<file path="config.mk">
export PLATFORM = sky130hd
export DESIGN_NAME = sreg_arbiter_flat
export DESIGN_NICKNAME = d
export VERILOG_FILES = /design/src/rtl/sreg_arbiter_if.sv /design/src/rtl/sreg_arbiter.sv /design/src/flat_wrapper.sv
export SDC_FILE = /design/constraint.sdc
export NUM_CORES = 1
export LEC_CHECK = 0
export CAP_MARGIN = 40
export CORE_MARGIN = 2
export CORE_UTILIZATION = 36
export DETAILED_ROUTE_END_ITERATION = 6
export PLACE_DENSITY_LB_ADDON = 0.12
export RECOVER_POWER = 100
export SLEW_MARGIN = 25
export SYNTH_ARGS = -nofsm -noshare
export SYNTH_HDL_FRONTEND = slang
export SYNTH_SLANG_ARGS = --single-unit
export TNS_END_PERCENT = 1
</file>
<file path="constraint.sdc">
create_clock -name Clk -period 1.25 [get_ports Clk]
set_input_delay 0.1875 -clock Clk [delete_from_list [all_inputs] [get_ports Clk]]
set_output_delay 0.1875 -clock Clk [all_outputs]
set_load 0.1 [all_outputs]
</file>
<file path="src/rtl/sreg_arbiter_if.sv">
// Bundle between the two requesters (execute stage, load/store unit), the
// arbiter, and the scalar register file command port.
//   slave  : the arbiter's view (takes requests, drives the register file)
//   master : the environment's view (requesters plus register file)
interface sreg_arbiter_if #(
    parameter int NREGS_LOG2 = 3,
    parameter int DW         = 16
);
    // requester side
    logic                  ReqA;
    logic                  ReqB;
    logic [1:0]            OpA;
    logic [1:0]            OpB;
    logic [NREGS_LOG2-1:0] AddrA;
    logic [NREGS_LOG2-1:0] AddrB;
    logic [DW-1:0]         WDataA;
    logic [DW-1:0]         WDataB;
    logic                  DoneA;
    logic                  DoneB;
    logic [DW-1:0]         RData;
    logic                  Busy;

    // register file side
    logic [NREGS_LOG2-1:0] SAddr;
    logic [DW-1:0]         SDataIn;
    logic                  SRD;
    logic                  SWR;
    logic                  SWR_l;
    logic                  SWR_h;
    logic [DW-1:0]         SDataOut;

    modport slave (
        input  ReqA, ReqB, OpA, OpB, AddrA, AddrB, WDataA, WDataB, SDataOut,
        output DoneA, DoneB, RData, Busy, SAddr, SDataIn, SRD, SWR, SWR_l, SWR_h
    );

    modport master (
        output ReqA, ReqB, OpA, OpB, AddrA, AddrB, WDataA, WDataB, SDataOut,
        input  DoneA, DoneB, RData, Busy, SAddr, SDataIn, SRD, SWR, SWR_l, SWR_h
    );
endinterface

</file>
<file path="src/rtl/sreg_arbiter.sv">
// Two-port arbiter / sequencer for the scalar register file.
// Port A = execute stage, port B = load/store unit. One transaction at a time
// is walked through IDLE -> SETUP -> EXEC -> (CAPT) -> DONE; every output is
// a register so the register file sees clean, glitch-free strobes.
// Optional feature: define SREG_ARB_RR_EN for round-robin tie breaking;
// otherwise port A has fixed priority.
module sreg_arbiter #(
    parameter int NREGS_LOG2 = 3,
    parameter int DW         = 16
) (
    input  logic            Clk,
    input  logic            Rst,
    sreg_arbiter_if.slave   bus
);

    typedef enum logic [2:0] {
        S_IDLE  = 3'd0,
        S_SETUP = 3'd1,
        S_EXEC  = 3'd2,
        S_CAPT  = 3'd3,
        S_DONE  = 3'd4
    } state_t;

    localparam logic [1:0] OP_RD  = 2'b00;
    localparam logic [1:0] OP_WR  = 2'b01;
    localparam logic [1:0] OP_WRL = 2'b10;
    localparam logic [1:0] OP_WRH = 2'b11;

    state_t                state_q;
    logic [1:0]            op_q;
    logic                  owner_b_q;   // 0 = A owns the transaction, 1 = B
    logic [NREGS_LOG2-1:0] saddr_q;
    logic [DW-1:0]         sdin_q;
    logic [DW-1:0]         rdata_q;
    logic                  srd_q;
    logic                  swr_q;
    logic                  swrl_q;
    logic                  swrh_q;
    logic                  done_a_q;
    logic                  done_b_q;
    logic                  busy_q;

    // Winner selection, only meaningful while in IDLE with a request pending.
    logic pick_b_d;

`ifdef SREG_ARB_RR_EN
    logic last_b_q;     // 1 = B was served last, so A wins the next tie

    // On a tie, the side not served last wins.
    always_comb begin
        pick_b_d = bus.ReqB & (~bus.ReqA | ~last_b_q);
    end

    // Record who was served whenever IDLE hands out a grant.
    always_ff @(posedge Clk) begin
        if (Rst) begin
            last_b_q <= 1'b1;
        end else if (state_q == S_IDLE && (bus.ReqA || bus.ReqB)) begin
            last_b_q <= pick_b_d;
        end
    end
`else
    // Fixed priority: B only gets the port when A is not asking.
    always_comb begin
        pick_b_d = bus.ReqB & ~bus.ReqA;
    end
`endif

    // Main sequencer: state plus all registered outputs.
    always_ff @(posedge Clk) begin
        if (Rst) begin
            state_q   <= S_IDLE;
            op_q      <= OP_RD;
            owner_b_q <= 1'b0;
            saddr_q   <= '0;
            sdin_q    <= '0;
            rdata_q   <= '0;
            srd_q     <= 1'b0;
            swr_q     <= 1'b0;
            swrl_q    <= 1'b0;
            swrh_q    <= 1'b0;
            done_a_q  <= 1'b0;
            done_b_q  <= 1'b0;
            busy_q    <= 1'b0;
        end else begin
            // Strobes and Done are single-cycle pulses; only the state
            // that raises them sets them again.
            srd_q    <= 1'b0;
            swr_q    <= 1'b0;
            swrl_q   <= 1'b0;
            swrh_q   <= 1'b0;
            done_a_q <= 1'b0;
            done_b_q <= 1'b0;

            case (state_q)
                S_IDLE: begin
                    // Requests are only looked at here; the latched copy is
                    // what the rest of the transaction runs on.
                    if (bus.ReqA || bus.ReqB) begin
                        owner_b_q <= pick_b_d;
                        op_q      <= pick_b_d ? bus.OpB    : bus.OpA;
                        saddr_q   <= pick_b_d ? bus.AddrB  : bus.AddrA;
                        sdin_q    <= pick_b_d ? bus.WDataB : bus.WDataA;
                        busy_q    <= 1'b1;
                        state_q   <= S_SETUP;
                    end
                end

                S_SETUP: begin
                    // Address/data have had a full cycle to settle; fire
                    // exactly one strobe for the EXEC cycle.
                    srd_q   <= (op_q == OP_RD);
                    swr_q   <= (op_q == OP_WR);
                    swrl_q  <= (op_q == OP_WRL);
                    swrh_q  <= (op_q == OP_WRH);
                    state_q <= S_EXEC;
                end

                S_EXEC: begin
                    if (op_q == OP_RD) begin
                        state_q <= S_CAPT;
                    end else begin
                        // Writes complete without a capture cycle.
                        done_a_q <= ~owner_b_q;
                        done_b_q <= owner_b_q;
                        state_q  <= S_DONE;
                    end
                end

                S_CAPT: begin
                    // Register file output is valid now; RData only ever
                    // changes here, so writes leave it alone.
                    rdata_q  <= bus.SDataOut;
                    done_a_q <= ~owner_b_q;
                    done_b_q <= owner_b_q;
                    state_q  <= S_DONE;
                end

                S_DONE: begin
                    busy_q  <= 1'b0;
                    state_q <= S_IDLE;
                end

                default: begin
                    busy_q  <= 1'b0;
                    state_q <= S_IDLE;
                end
            endcase
        end
    end

    assign bus.SAddr   = saddr_q;
    assign bus.SDataIn = sdin_q;
    assign bus.SRD     = srd_q;
    assign bus.SWR     = swr_q;
    assign bus.SWR_l   = swrl_q;
    assign bus.SWR_h   = swrh_q;
    assign bus.DoneA   = done_a_q;
    assign bus.DoneB   = done_b_q;
    assign bus.RData   = rdata_q;
    assign bus.Busy    = busy_q;

endmodule

</file>
<file path="src/flat_wrapper.sv">
// flat-port wrapper written by rule: the top's interface ports become plain ports
module sreg_arbiter_flat 
#(
    parameter int NREGS_LOG2 = 3,
    parameter int DW         = 16
)
  (Clk, Rst, bus_ReqA, bus_ReqB, bus_OpA, bus_OpB, bus_AddrA, bus_AddrB, bus_WDataA, bus_WDataB, bus_SDataOut, bus_DoneA, bus_DoneB, bus_RData, bus_Busy, bus_SAddr, bus_SDataIn, bus_SRD, bus_SWR, bus_SWR_l, bus_SWR_h);
  sreg_arbiter_if #(.NREGS_LOG2(NREGS_LOG2), .DW(DW)) bus_i ();
  input  logic Clk;
  input  logic Rst;
  input wire logic [$bits(bus_i.ReqA)-1:0] bus_ReqA;
  input wire logic [$bits(bus_i.ReqB)-1:0] bus_ReqB;
  input wire logic [$bits(bus_i.OpA)-1:0] bus_OpA;
  input wire logic [$bits(bus_i.OpB)-1:0] bus_OpB;
  input wire logic [$bits(bus_i.AddrA)-1:0] bus_AddrA;
  input wire logic [$bits(bus_i.AddrB)-1:0] bus_AddrB;
  input wire logic [$bits(bus_i.WDataA)-1:0] bus_WDataA;
  input wire logic [$bits(bus_i.WDataB)-1:0] bus_WDataB;
  input wire logic [$bits(bus_i.SDataOut)-1:0] bus_SDataOut;
  output wire logic [$bits(bus_i.DoneA)-1:0] bus_DoneA;
  output wire logic [$bits(bus_i.DoneB)-1:0] bus_DoneB;
  output wire logic [$bits(bus_i.RData)-1:0] bus_RData;
  output wire logic [$bits(bus_i.Busy)-1:0] bus_Busy;
  output wire logic [$bits(bus_i.SAddr)-1:0] bus_SAddr;
  output wire logic [$bits(bus_i.SDataIn)-1:0] bus_SDataIn;
  output wire logic [$bits(bus_i.SRD)-1:0] bus_SRD;
  output wire logic [$bits(bus_i.SWR)-1:0] bus_SWR;
  output wire logic [$bits(bus_i.SWR_l)-1:0] bus_SWR_l;
  output wire logic [$bits(bus_i.SWR_h)-1:0] bus_SWR_h;
  assign bus_i.ReqA = bus_ReqA;
  assign bus_i.ReqB = bus_ReqB;
  assign bus_i.OpA = bus_OpA;
  assign bus_i.OpB = bus_OpB;
  assign bus_i.AddrA = bus_AddrA;
  assign bus_i.AddrB = bus_AddrB;
  assign bus_i.WDataA = bus_WDataA;
  assign bus_i.WDataB = bus_WDataB;
  assign bus_i.SDataOut = bus_SDataOut;
  assign bus_DoneA = bus_i.DoneA;
  assign bus_DoneB = bus_i.DoneB;
  assign bus_RData = bus_i.RData;
  assign bus_Busy = bus_i.Busy;
  assign bus_SAddr = bus_i.SAddr;
  assign bus_SDataIn = bus_i.SDataIn;
  assign bus_SRD = bus_i.SRD;
  assign bus_SWR = bus_i.SWR;
  assign bus_SWR_l = bus_i.SWR_l;
  assign bus_SWR_h = bus_i.SWR_h;
  sreg_arbiter #(.NREGS_LOG2(NREGS_LOG2), .DW(DW)) u_core (.Clk(Clk), .Rst(Rst), .bus(bus_i));
endmodule
</file>
==> results of run 1 <==
-- logic make-up after synthesis --
group                  after synthesis  synth area share
AO/OA/AOI/OAI                       61             0.222
AND/OR/NAND/NOR                     55             0.132
flip-flops                          48             0.464
multiplexers                        23             0.111
buffers and inverters               20            0.0695
-- power groups by stage --
stage / combinational (mW) / clock, mW / sequential [mW]
6_report: 2.03 / 0.980 / 1.78
5_1_grt: 2.13 / 1.07 / 1.79
4_1_cts: 2.32 / 1.01 / 1.85
3_5_place_dp: 2.32 / 0 / 1.88
3_3_place_gp: 2.30 / 0 / 1.88
2_1_floorplan: 0.591 / 0 / 2.72
-- sequential cells by signal, summed over array words and instances (netlist names) --
name and count:
u_core.bus.RData 16, u_core.bus.SDataIn 16, u_core.bus.SAddr 3, u_core.state_q 3
u_core.op_q 2, u_core.bus.Busy 1, u_core.bus.DoneA 1, u_core.bus.DoneB 1
u_core.bus.SRD 1, u_core.bus.SWR 1, u_core.bus.SWR_h 1, u_core.bus.SWR_l 1
u_core.owner_b_q 1
-- area by class of cell --
class,instances,area [um^2],share of cell area
repair buffers,119,1070,0.333
multi-input cells,140,1000,0.311
clock buffers,6,82.6,0.0256
clock inverters,2,15.0,0.00465
flip-flops and latches,48,962,0.298
well taps,72,90.1,0.0279
-- synth_stat cells --
cell and instances:
nor2_1 4, a211oi_1 2, nor4_1 1, and2_4 1, nand3b_1 1, nor3_1 4, nand3b_2 1, nor3b_1 1
and3_1 1, clkbuf_1 5, a21oi_1 39, mux2i_1 23, nand2_1 33, a211oi_2 20, nor2b_1 2, nor4b_1 1
dfxtp_1 48, buf_6 6, nor3_4 1, and2_1 1, or2_1 1, buf_2 4, and3b_1 2, buf_4 5
-- routing by layer --
metal | vias to the layer above | part of all wire
met3 | 9 | 0.072
met1 | 849 | 0.46
met4 | 0 | 0.015
met5 | - | 0
li1 | 945 | -
met2 | 63 | 0.46
-- worst max-delay path, delay by kind of cell --
family	cells	cell delay, ns
buffers and inverters	2	0.70
multiplexers	1	0.25
AND/OR/NAND/NOR	1	0.20
AO/OA/AOI/OAI	1	0.09
-- worst max-delay path by stage --
stage                             start                     end  slack (ns)  depth (start not counted)
floorplan           u_core.bus.SAddr[1]     u_core.bus.SAddr[1]       -0.07                          2
global placement               bus_ReqB  u_core.bus.SDataIn[14]       -0.32                          5
detailed placement             bus_ReqB  u_core.bus.SDataIn[14]       -0.34                          5
CTS                            bus_ReqB  u_core.bus.SDataIn[14]      -0.002                          5
global route                   bus_ReqB   u_core.bus.SDataIn[4]       -0.05                          5
finish                         bus_ReqB   u_core.bus.SDataIn[4]      -0.002                          5
-- stage by stage --
step | setup TNS (ns) | worst slack, ns | power [mW] | hold WS (ns) | cells
after global routing | -0.642 | -0.0536 | 4.99 | 0.204 | 387
after CTS | -0.00245 | -0.00245 | 5.19 | 0.183 | 385
after global placement | -6.20 | -0.320 | 4.18 | 0.452 | 377
after detailed placement | -6.56 | -0.336 | 4.20 | 0.454 | 377
final | -0.00178 | -0.00178 | 4.79 | 0.197 | 387
after floorplan | -1.19 | -0.0671 | 3.31 | 0.284 | 207
-- layout by cell type (no fill, tap or decap) --
master           Yosys  final
and2_4               1      2
and3_1               1      1
a211oi_2            20     20
buf_4                5     30
nor2b_1              2      1
dfxtp_1             48     47
nor3_4               1      1
nor4b_2              0      1
nor3_1               4      4
nor2b_4              0      1
or2_4                0      1
mux2i_1             23     19
buf_12               0      2
buf_6                6      2
mux2i_2              0      4
nor4_1               1      1
dfxtp_2              0      1
nor3b_1              1      1
nand3b_1             1      1
and3b_1              2      2
clkdlybuf4s50_1      0     60
clkinvlp_4           0      2
a211oi_1             2      2
buf_2                4      1
nand3b_2             1      1
and2_1               1      1
nand2_1             33     33
clkbuf_4             0     24
a21oi_1             39     39
clkbuf_8             0      6
nor2_1               4      4
-- repair_timing --
action | CTS | global route
gates resized for setup | 2 | 11
endpoints found under the setup margin | 1 | 31
gates cloned | 0 | 2
==> summary.md, run 1 <==
| Metric | Value |
|---|---|
| Gr ovfl total | 0 |
| Io pins | 104 |
| # port buffers | approximately 100 |
| Clock-pin slew on the worst setup and hold paths | 0.09 ns |
| Vias in the first global route | 1886 |
| Hold Path Stages | 2 |
| Num CTS Buffers | 5 |
| Worst path cell trace | clkdlybuf4s50_1 -> nor2b_4 -> buf_6 -> mux2i_1 -> a211oi_2 |
| WP data arrival | 1.44 ns |
| Die area | 6370 um^2 |
| Switch Pwr | 2.03 mW |
| Hold Crit Start | Rst |
| First-pass GRT wire length | 8.95 mm |
| YS warnings | 0 |
| Max-slew violations | 0 |
| Cell-internal power | roughly 2.8 mW |
| Worst-Margin Slew | roughly 0.32 ns |
| Placed inst area | 3600 um^2 |
| Gp weighted congestion | 0.721 |
| Max_cap viols | 0 |
| RSZ-0062 raised after global routing | true |
| Peak supply drop | approximately 0.00078 V |
| Starting Density | 0.374 |
| Synth area leaders | dfxtp_1 46%, a211oi_2 12%, mux2i_1 11%, a21oi_1 9.4%, nand2_1 6.0% |
| Antenna diodes | 0 |
| Initial DRC Count | 58 |
| CTS sink count | 48 |
| Synth area leader | dfxtp_1 |
| Clock power share | 0.205 |
| Final Instance Area | about 3200 um^2 |
| Max clock buf depth | 2 |
| Comb pwr share | 0.424 |
| Worst Path Required | ~1.4 ns |
| Distinct cells, synth | 24 |
| Yosys top cell area share | 0.464 |
| Setup Viol. Count Final | 1 |
| Cell Area, Synth | 2070 um^2 |
| Hold Buf Count CTS | 0 |
| Register bit total from synthesis | 48 |
| DP HPWL | 3.90 mm |
| Post-DRT Antenna Nets | 0 |
| Reg-to-Reg End | u_core.bus.DoneB |
| Flop pwr share | 0.371 |
| HP Class | in2reg |
| Pleak | 1.25 nW |
| Die width | about 80 um |
| Number of fillers in the final layout | 507 |
| Reg2reg start | u_core.state_q[0] |
| Clock Latency Late Sink | around 0.30 ns |
| DR pass1 iterations | 4 |
| Fin crit share | 1.00 |
| Hold Crit Endpoint | u_core.bus.RData[3] |
| Mapped Avg Cell Area | 10.0 um^2 |
| Layout Skew | 0.00532 ns |
| Worst Reg-to-Reg Cells | 4 |
| # DRC | 0 |
| DR vias | between 1500 and 2000 |
| Final Worst Setup Slack | -0.00178 ns |
| Top Usage Layer GRT | met2 |
| Critical path class | in2reg |
| Cells after synthesis | 207 |
| Crit Path Max Fanout | 10 |
| Worst setup EP type | register |
| Seq/Total Area, Yosys | 0.464 |
| Syn_nets | 269 |
| Setup Fix Bufs, Post-CTS | 0 |
| Layout Utilization | 0.583 |
| Root Buffer | clkbuf_8 |
| Share of cells above drive strength 1 | 0.314 |
| Largest net degree at the start of global routing | 23 |
| Outcome | complete, but fails checks |
| Placeable Area | 5540 um^2 |
| Hold Fails Final Rpt | 0 |
| Sw Share | 0.424 |
| Layout net count | 376 |
| Cell area power density | 1480 nW/um^2 |
| Max Fclk | 0.799 GHz |
| Failing checks | negative setup slack |
| Slowest stage cell, crit path | clkdlybuf4s50_1 |
| CP max stage delay | 0.51 ns |
| Met3 Usage GRT | 0.0520 |
| WL per Instance | ~14 um |
| Met1 usage | 0.224 |
| Final min period | 1.25 ns |
| Chip height | roughly 80 um |
| TritonCTS clock tree | done |
| Antenna violations before repair | 0 |
| Gr usage total | 0.178 |
| GR Util met2 | 0.293 |
| Worst Setup Start Kind | primary input |
| Final WL | 5.59 mm |
| Cell Rows | 27 |
| DR vias/cell | 4.82 |
| Synth-to-Final Area Change | 56.0% |
| Rel. slew slack | 0.790 |
| Flop2flop setup slack | 0.06 ns |
| H-tree lvl count | 2 |
(Power assumes the default switching activity.)
==> run 2, diff against run 1 <==
--- a/config.mk
+++ b/config.mk
@@ -6,6 +6,7 @@
 export NUM_CORES = 1
 export LEC_CHECK = 0
 export CAP_MARGIN = 40
+export CORE_ASPECT_RATIO = 1.25
 export CORE_MARGIN = 2
 export CORE_UTILIZATION = 36
 export DETAILED_ROUTE_END_ITERATION = 6
==> summary.md, run 2 (synthesis gave the netlist of run 1 again) <==
| Metric | Value |
|---|---|
| Outcome | finished, final reports clean (was complete, but fails checks) |
| Placed inst area | 3610 um^2 (was 3600 um^2) |
| Slowest stage cell, crit path | and2_4 (was clkdlybuf4s50_1) |
| Root Buffer | clkbuf_8 (unchanged) |
| Clock Latency Late Sink | 0.29 ns (was 0.30 ns) |
| DR pass1 iterations | 4 (unchanged) |
| Chip height | 88.8 um (was 79.8 um) |
| First-pass GRT wire length | 9.45 mm (was 8.95 mm) |
| TritonCTS clock tree | done (unchanged) |
| # DRC | 0 (unchanged) |
| Buffers & Inverters on Critical Path | 0 (was 2) |
| Clock-pin slew on the worst setup and hold paths | 0.08 ns (was 0.09 ns) |
| Hold Fails Final Rpt | 0 (unchanged) |
| WP data arrival | 1.37 ns (was 1.44 ns) |
| CP max stage delay | 0.39 ns (was 0.51 ns) |
| Layout Skew | 0.00273 ns (was 0.00532 ns) |
| CTS sink count | 48 (unchanged) |
| Worst Setup Start Kind | register (was primary input) |
| Layout net count | 377 (was 376) |
| Worst path cell trace | nor3_4 -> and2_4 -> a211oi_2 (was clkdlybuf4s50_1 -> nor2b_4 -> buf_6 -> mux2i_1 -> a211oi_2) |
| Largest net degree at the start of global routing | 25 (was 23) |
| WL per Instance | 15.6 um (was 14.4 um) |
| Die width | 71.8 um (was 79.8 um) |
| Antenna violations before repair | 0 (unchanged) |
| Initial DRC Count | 67 (was 58) |
| Post-DRT Antenna Nets | 0 (unchanged) |
| Final Instance Area | 3300 um^2 (was 3230 um^2) |
| HP Class | in2reg (unchanged) |
| Io pins | 104 (unchanged) |
| Max_cap viols | 0 (unchanged) |
| Number of fillers in the final layout | 501 (was 507) |
| Crit Path Max Fanout | 21 (was 10) |
| Fin crit share | 0.959 (was 1.00) |
| Setup TNS | 0 ns (was -0.00178 ns) |
| Most frequent cells in the layout | 58 x clkdlybuf4s50_1, 46 x dfxtp_1, 39 x a21oi_1 (was 60 x clkdlybuf4s50_1, 47 x dfxtp_1, 39 x a21oi_1) |
| Cell area power density | 1450 nW/um^2 (was 1480 nW/um^2) |
| CP delay by family, top | simple AND/OR/NAND/NOR gates (was buffers and inverters) |
| Num CTS Buffers | 5 (unchanged) |
| Max Fclk | 0.835 GHz (was 0.799 GHz) |
| Final WL | 5.93 mm (was 5.59 mm) |
| Share of cells above drive strength 1 | 0.310 (was 0.314) |
| Gr ovfl total | 0 (unchanged) |
| DR vias | 1897 (was 1866) |
| Placed Instances | 368 (was 377) |
| Pleak | 1.28 nW (was 1.25 nW) |
| Gr usage total | 0.192 (was 0.178) |
| Synth-to-Final Area Change | 59.4% (was 56.0%) |
| Gp weighted congestion | 0.736 (was 0.721) |
| Vias in the first global route | 1969 (was 1886) |
| Worst Path Required | 1.42 ns (was 1.44 ns) |
| Max clock buf depth | 2 (unchanged) |
| Critical path class | reg2reg (was in2reg) |
| Final non-filler cell total | 380 (was 387) |
| Setup Viol. Count Final | 0 (was 1) |
| Most common cell after layout, fill and taps aside | clkdlybuf4s50_1 (unchanged) |
| DR vias/cell | 4.99 (was 4.82) |
| RSZ-0062 raised after global routing | true (unchanged) |
| DP HPWL | 4.21 mm (was 3.90 mm) |
| H-tree lvl count | 2 (unchanged) |
| Rel. slew slack | 0.772 (was 0.790) |
| # port buffers | 103 (unchanged) |
| Worst setup EP type | register (unchanged) |
| Max-slew violations | 0 (unchanged) |
| Worst-Margin Slew | 0.337 ns (was 0.317 ns) |
| Antenna diodes | 0 (unchanged) |
| Reg2reg start | u_core.state_q[0] (unchanged) |
| Cell Rows | 30 (was 27) |
| Die area | 6380 um^2 (was 6370 um^2) |
| Starting Density | 0.378 (was 0.374) |
| Worst setup path start | u_core.state_q[0] (was bus_ReqB) |
| Peak supply drop | 0.000579 V (was 0.000777 V) |
| Final min period | 1.20 ns (was 1.25 ns) |
| Placeable Area | 5480 um^2 (was 5540 um^2) |
| Hold Crit Start | Rst (unchanged) |
| Min Hold Slack | 0.216 ns (was 0.197 ns) |
==> run 2: cell type report <==
cell class                 instances  area (um^2)  area share
timing repair buffer             121         1150       0.348
multi-input combinational        139         1020       0.308
sequential                        48          963       0.292
clock buffer                       8         90.1      0.0273
tap                               64         80.1      0.0243
==> run 2: path summary, 6_finish.rpt <==
kind              cells after the start  slack (ns)                   end
setup / recovery                      3        0.05        u_core.op_q[1]
hold / removal                        2        0.22        u_core.op_q[0]
setup reg to reg                      3        0.05        u_core.op_q[1]
hold reg to reg                       2        0.46  u_core.bus.RData[12]
==> run 2: what timing repair did <==
| action | 4_1_cts | 5_1_grt |
|---|---|---|
| pin swaps | 0 | 3 |
| buffers inserted | 2 | 0 |
| setup endpoints to repair | 10 | 40 |
| gates cloned | 2 | 0 |
| resized for setup | 12 | 2 |
| hold buffers | 0 | 0 |
==> run 2: power by group <==
group	leakage, nW	switching [mW]	internal, mW
Sequential	0.394	0.0893	1.68
Clock	0.0455	0.488	0.452
Combinational	0.845	1.41	0.656
==> run 2: per-stage QoR <==
step / util / worst slack (ns) / total power, mW
3_5_place_dp: 0.659 / -0.408 / 4.22
5_1_grt: 0.602 / -0.0352 / 5.00
4_1_cts: 0.697 / -0.000883 / 5.22
2_1_floorplan: - / -0.0671 / 3.31
6_report: 0.602 / 0.0518 / 4.78
3_3_place_gp: 0.659 / -0.325 / 4.20
==> run 2: per-layer routing <==
metal / global-route usage / vias to the layer above / share of wire / routed length (um)
met5: 0 / - / 0 / 0
li1: - / 942 / - / -
met3: 0.0444 / 9 / 0.062 / 368
met4: 0.0755 / 0 / 0.020 / 118
met2: 0.341 / 60 / 0.51 / 3020
met1: 0.222 / 886 / 0.41 / 2430
==> run 3, diff against run 2 <==
--- a/config.mk
+++ b/config.mk
@@ -6,9 +6,12 @@
 export NUM_CORES = 1
 export LEC_CHECK = 0
 export CAP_MARGIN = 40
+export CELL_PAD_IN_SITES_DETAIL_PLACEMENT = 0
+export CELL_PAD_IN_SITES_GLOBAL_PLACEMENT = 2
 export CORE_ASPECT_RATIO = 1.25
 export CORE_MARGIN = 2
-export CORE_UTILIZATION = 36
+export CORE_UTILIZATION = 20
+export CTS_CLUSTER_DIAMETER = 100
 export DETAILED_ROUTE_END_ITERATION = 6
 export PLACE_DENSITY_LB_ADDON = 0.12
 export RECOVER_POWER = 100
==> summary.md, run 3 (synthesis gave the netlist of run 1 again) <==
| Metric | Value |
|---|---|
| Root Buffer | clkbuf_16 (was clkbuf_8) |
| Num CTS Buffers | 5 (unchanged) |
| Antenna diodes | 0 (unchanged) |
| # DRC | 0 (unchanged) |
| Initial DRC Count | 36 (was 67) |
| Die area | 11200 um^2 (was 6380 um^2) |
| Max-slew violations | 0 (unchanged) |
| Max_cap viols | 0 (unchanged) |
| Final min period | 1.17 ns (was 1.20 ns) |
| Critical path class | reg2reg (unchanged) |
| H-tree lvl count | 2 (unchanged) |
| DR pass1 iterations | 4 (unchanged) |
| Gr ovfl total | 0 (unchanged) |
| Hold Buf Count CTS | 0 (unchanged) |
| Most common cell after layout, fill and taps aside | clkdlybuf4s50_1 (unchanged) |
| # port buffers | 103 (unchanged) |
| Worst Path Required | 1.42 ns (about the same) |
| Largest net degree at the start of global routing | 23 (was 25) |
| Pleak | 1.32 nW (was 1.28 nW) |
| Final non-filler cell total | 449 (was 380) |
| Clock Latency Late Sink | 0.29 ns (about the same) |
| Cell area power density | 1530 nW/um^2 (was 1450 nW/um^2) |
| Layout Skew | 0.00442 ns (was 0.00273 ns) |
| CTS sink count | 48 (unchanged) |
| First-pass GRT wire length | 10.2 mm (was 9.45 mm) |
| Final Instance Area | 3440 um^2 (was 3300 um^2) |
| Worst Setup Start Kind | register (unchanged) |
| Placed inst area | 3700 um^2 (was 3610 um^2) |
| Starting Density | 0.205 (was 0.378) |
| Antenna violations before repair | 0 (unchanged) |
| Io pins | 104 (unchanged) |
| DR vias/cell | 4.24 (was 4.99) |
| Crit Path Max Fanout | 11 (was 21) |
| Most frequent cells in the layout | 58 x clkdlybuf4s50_1, 45 x dfxtp_1, 40 x clkbuf_4 (was 58 x clkdlybuf4s50_1, 46 x dfxtp_1, 39 x a21oi_1) |
| Die width | 95.0 um (was 71.8 um) |
| Setup Viol. Count Final | 0 (unchanged) |
| Chip height | 118 um (was 88.8 um) |
| Max Fclk | 0.856 GHz (was 0.835 GHz) |
| WL per Instance | 14.5 um (was 15.6 um) |
| Vias in the first global route | 1932 (was 1969) |
| Cell Rows | 41 (was 30) |
| Peak supply drop | 0.000537 V (was 0.000579 V) |
| Hold Fails Final Rpt | 0 (unchanged) |
| Layout net count | 381 (was 377) |
| Final WL | 6.50 mm (was 5.93 mm) |
| Gr usage total | 0.117 (was 0.192) |
| Clock-pin slew on the worst setup and hold paths | 0.07 ns (was 0.08 ns) |
| Rel. slew slack | 0.772 (about the same) |
| Worst-Margin Slew | 0.337 ns (about the same) |
| Fin crit share | 0.935 (was 0.959) |
| Share of cells above drive strength 1 | 0.319 (was 0.310) |
| Post-DRT Antenna Nets | 0 (unchanged) |
| Placeable Area | 10100 um^2 (was 5480 um^2) |
| Placed Instances | 436 (was 368) |
| DR vias | 1904 (was 1897) |
| Outcome | finished, final reports clean (unchanged) |
| Worst setup EP type | register (unchanged) |
| Max clock buf depth | 2 (unchanged) |
| TritonCTS clock tree | done (unchanged) |
| WP data arrival | 1.33 ns (was 1.37 ns) |
| Synth-to-Final Area Change | 66.0% (was 59.4%) |
| Gp weighted congestion | 0.683 (was 0.736) |
| DP HPWL | 4.59 mm (was 4.21 mm) |
| HP Class | in2reg (unchanged) |
-- run 3: changes by cell type in the layout (fill, tap and decap cells not counted), moves of 2 or more --
cell       previous run  this run
buf_4                27         9
clkbuf_4             27        40
buf_6                 0         5
clkbuf_16             0         5
clkbuf_8              6         1
mux2i_1              19        22
mux2i_4               3         0
buf_8                 0         2
clkbuf_1              2         0
clkinv_2              0         2
-- run 3: worst paths after layout --
kind | start | to | slack (ns) | depth (start not counted)
worst max-delay path | u_core.state_q[2] | u_core.bus.SDataIn[2] | 0.08 | 4
worst min-delay path | Rst | u_core.bus.RData[9] | 0.27 | 2
worst max register to register | u_core.state_q[2] | u_core.bus.SDataIn[2] | 0.08 | 4
worst min register to register | u_core.bus.RData[6] | u_core.bus.RData[6] | 0.45 | 2
-- run 3: per-layer routing --
layer  vias up  track usage  wire [um]
li1        956            -          -
met1       877        0.143       2790
met2        66        0.196       3130
met3         5       0.0352        498
met4         0       0.0326         80
met5         -            0          0
-- run 3: repair_timing --
action / in CTS / in global routing
gates cloned: 2 / 1
pin swaps: 1 / 1
endpoints found under the setup margin: 21 / 38
resized for setup: 10 / 8
buffers inserted: 1 / 1
-- run 3: area by class of cell --
cell class	count	area (um^2)
clock buffers	6	139
flip-flops and latches	48	965
multi-input cells	140	986
well taps	129	161
fillers	1052	6670
repair buffers	124	1170
clock inverters	2	10.0
-- run 3: critical path: stages, from the launching register on --
cell,delay [ns]
dfxtp_1,0.34
nor3_4,0.19
buf_6,0.15
and2_4,0.27
a211oi_1,0.10
-- run 3: per-stage QoR --
stage	worst slack (ns)	TNS [ns]	hold WS [ns]	power [mW]	utilization
global route	-0.000446	-0.000446	0.296	5.52	0.340
floorplan	-0.0671	-1.19	0.284	3.31	-
finish	0.0817	0	0.268	5.26	0.340
detailed placement	-0.378	-7.23	0.473	4.25	0.366
global placement	-0.325	-6.74	0.479	4.24	0.366
CTS	0.0220	0	0.271	5.71	0.389
-- run 3: where the power goes --
part,internal [mW],switching [mW]
Clock,0.790,0.586
Combinational,0.683,1.43
Sequential,1.69,0.0866
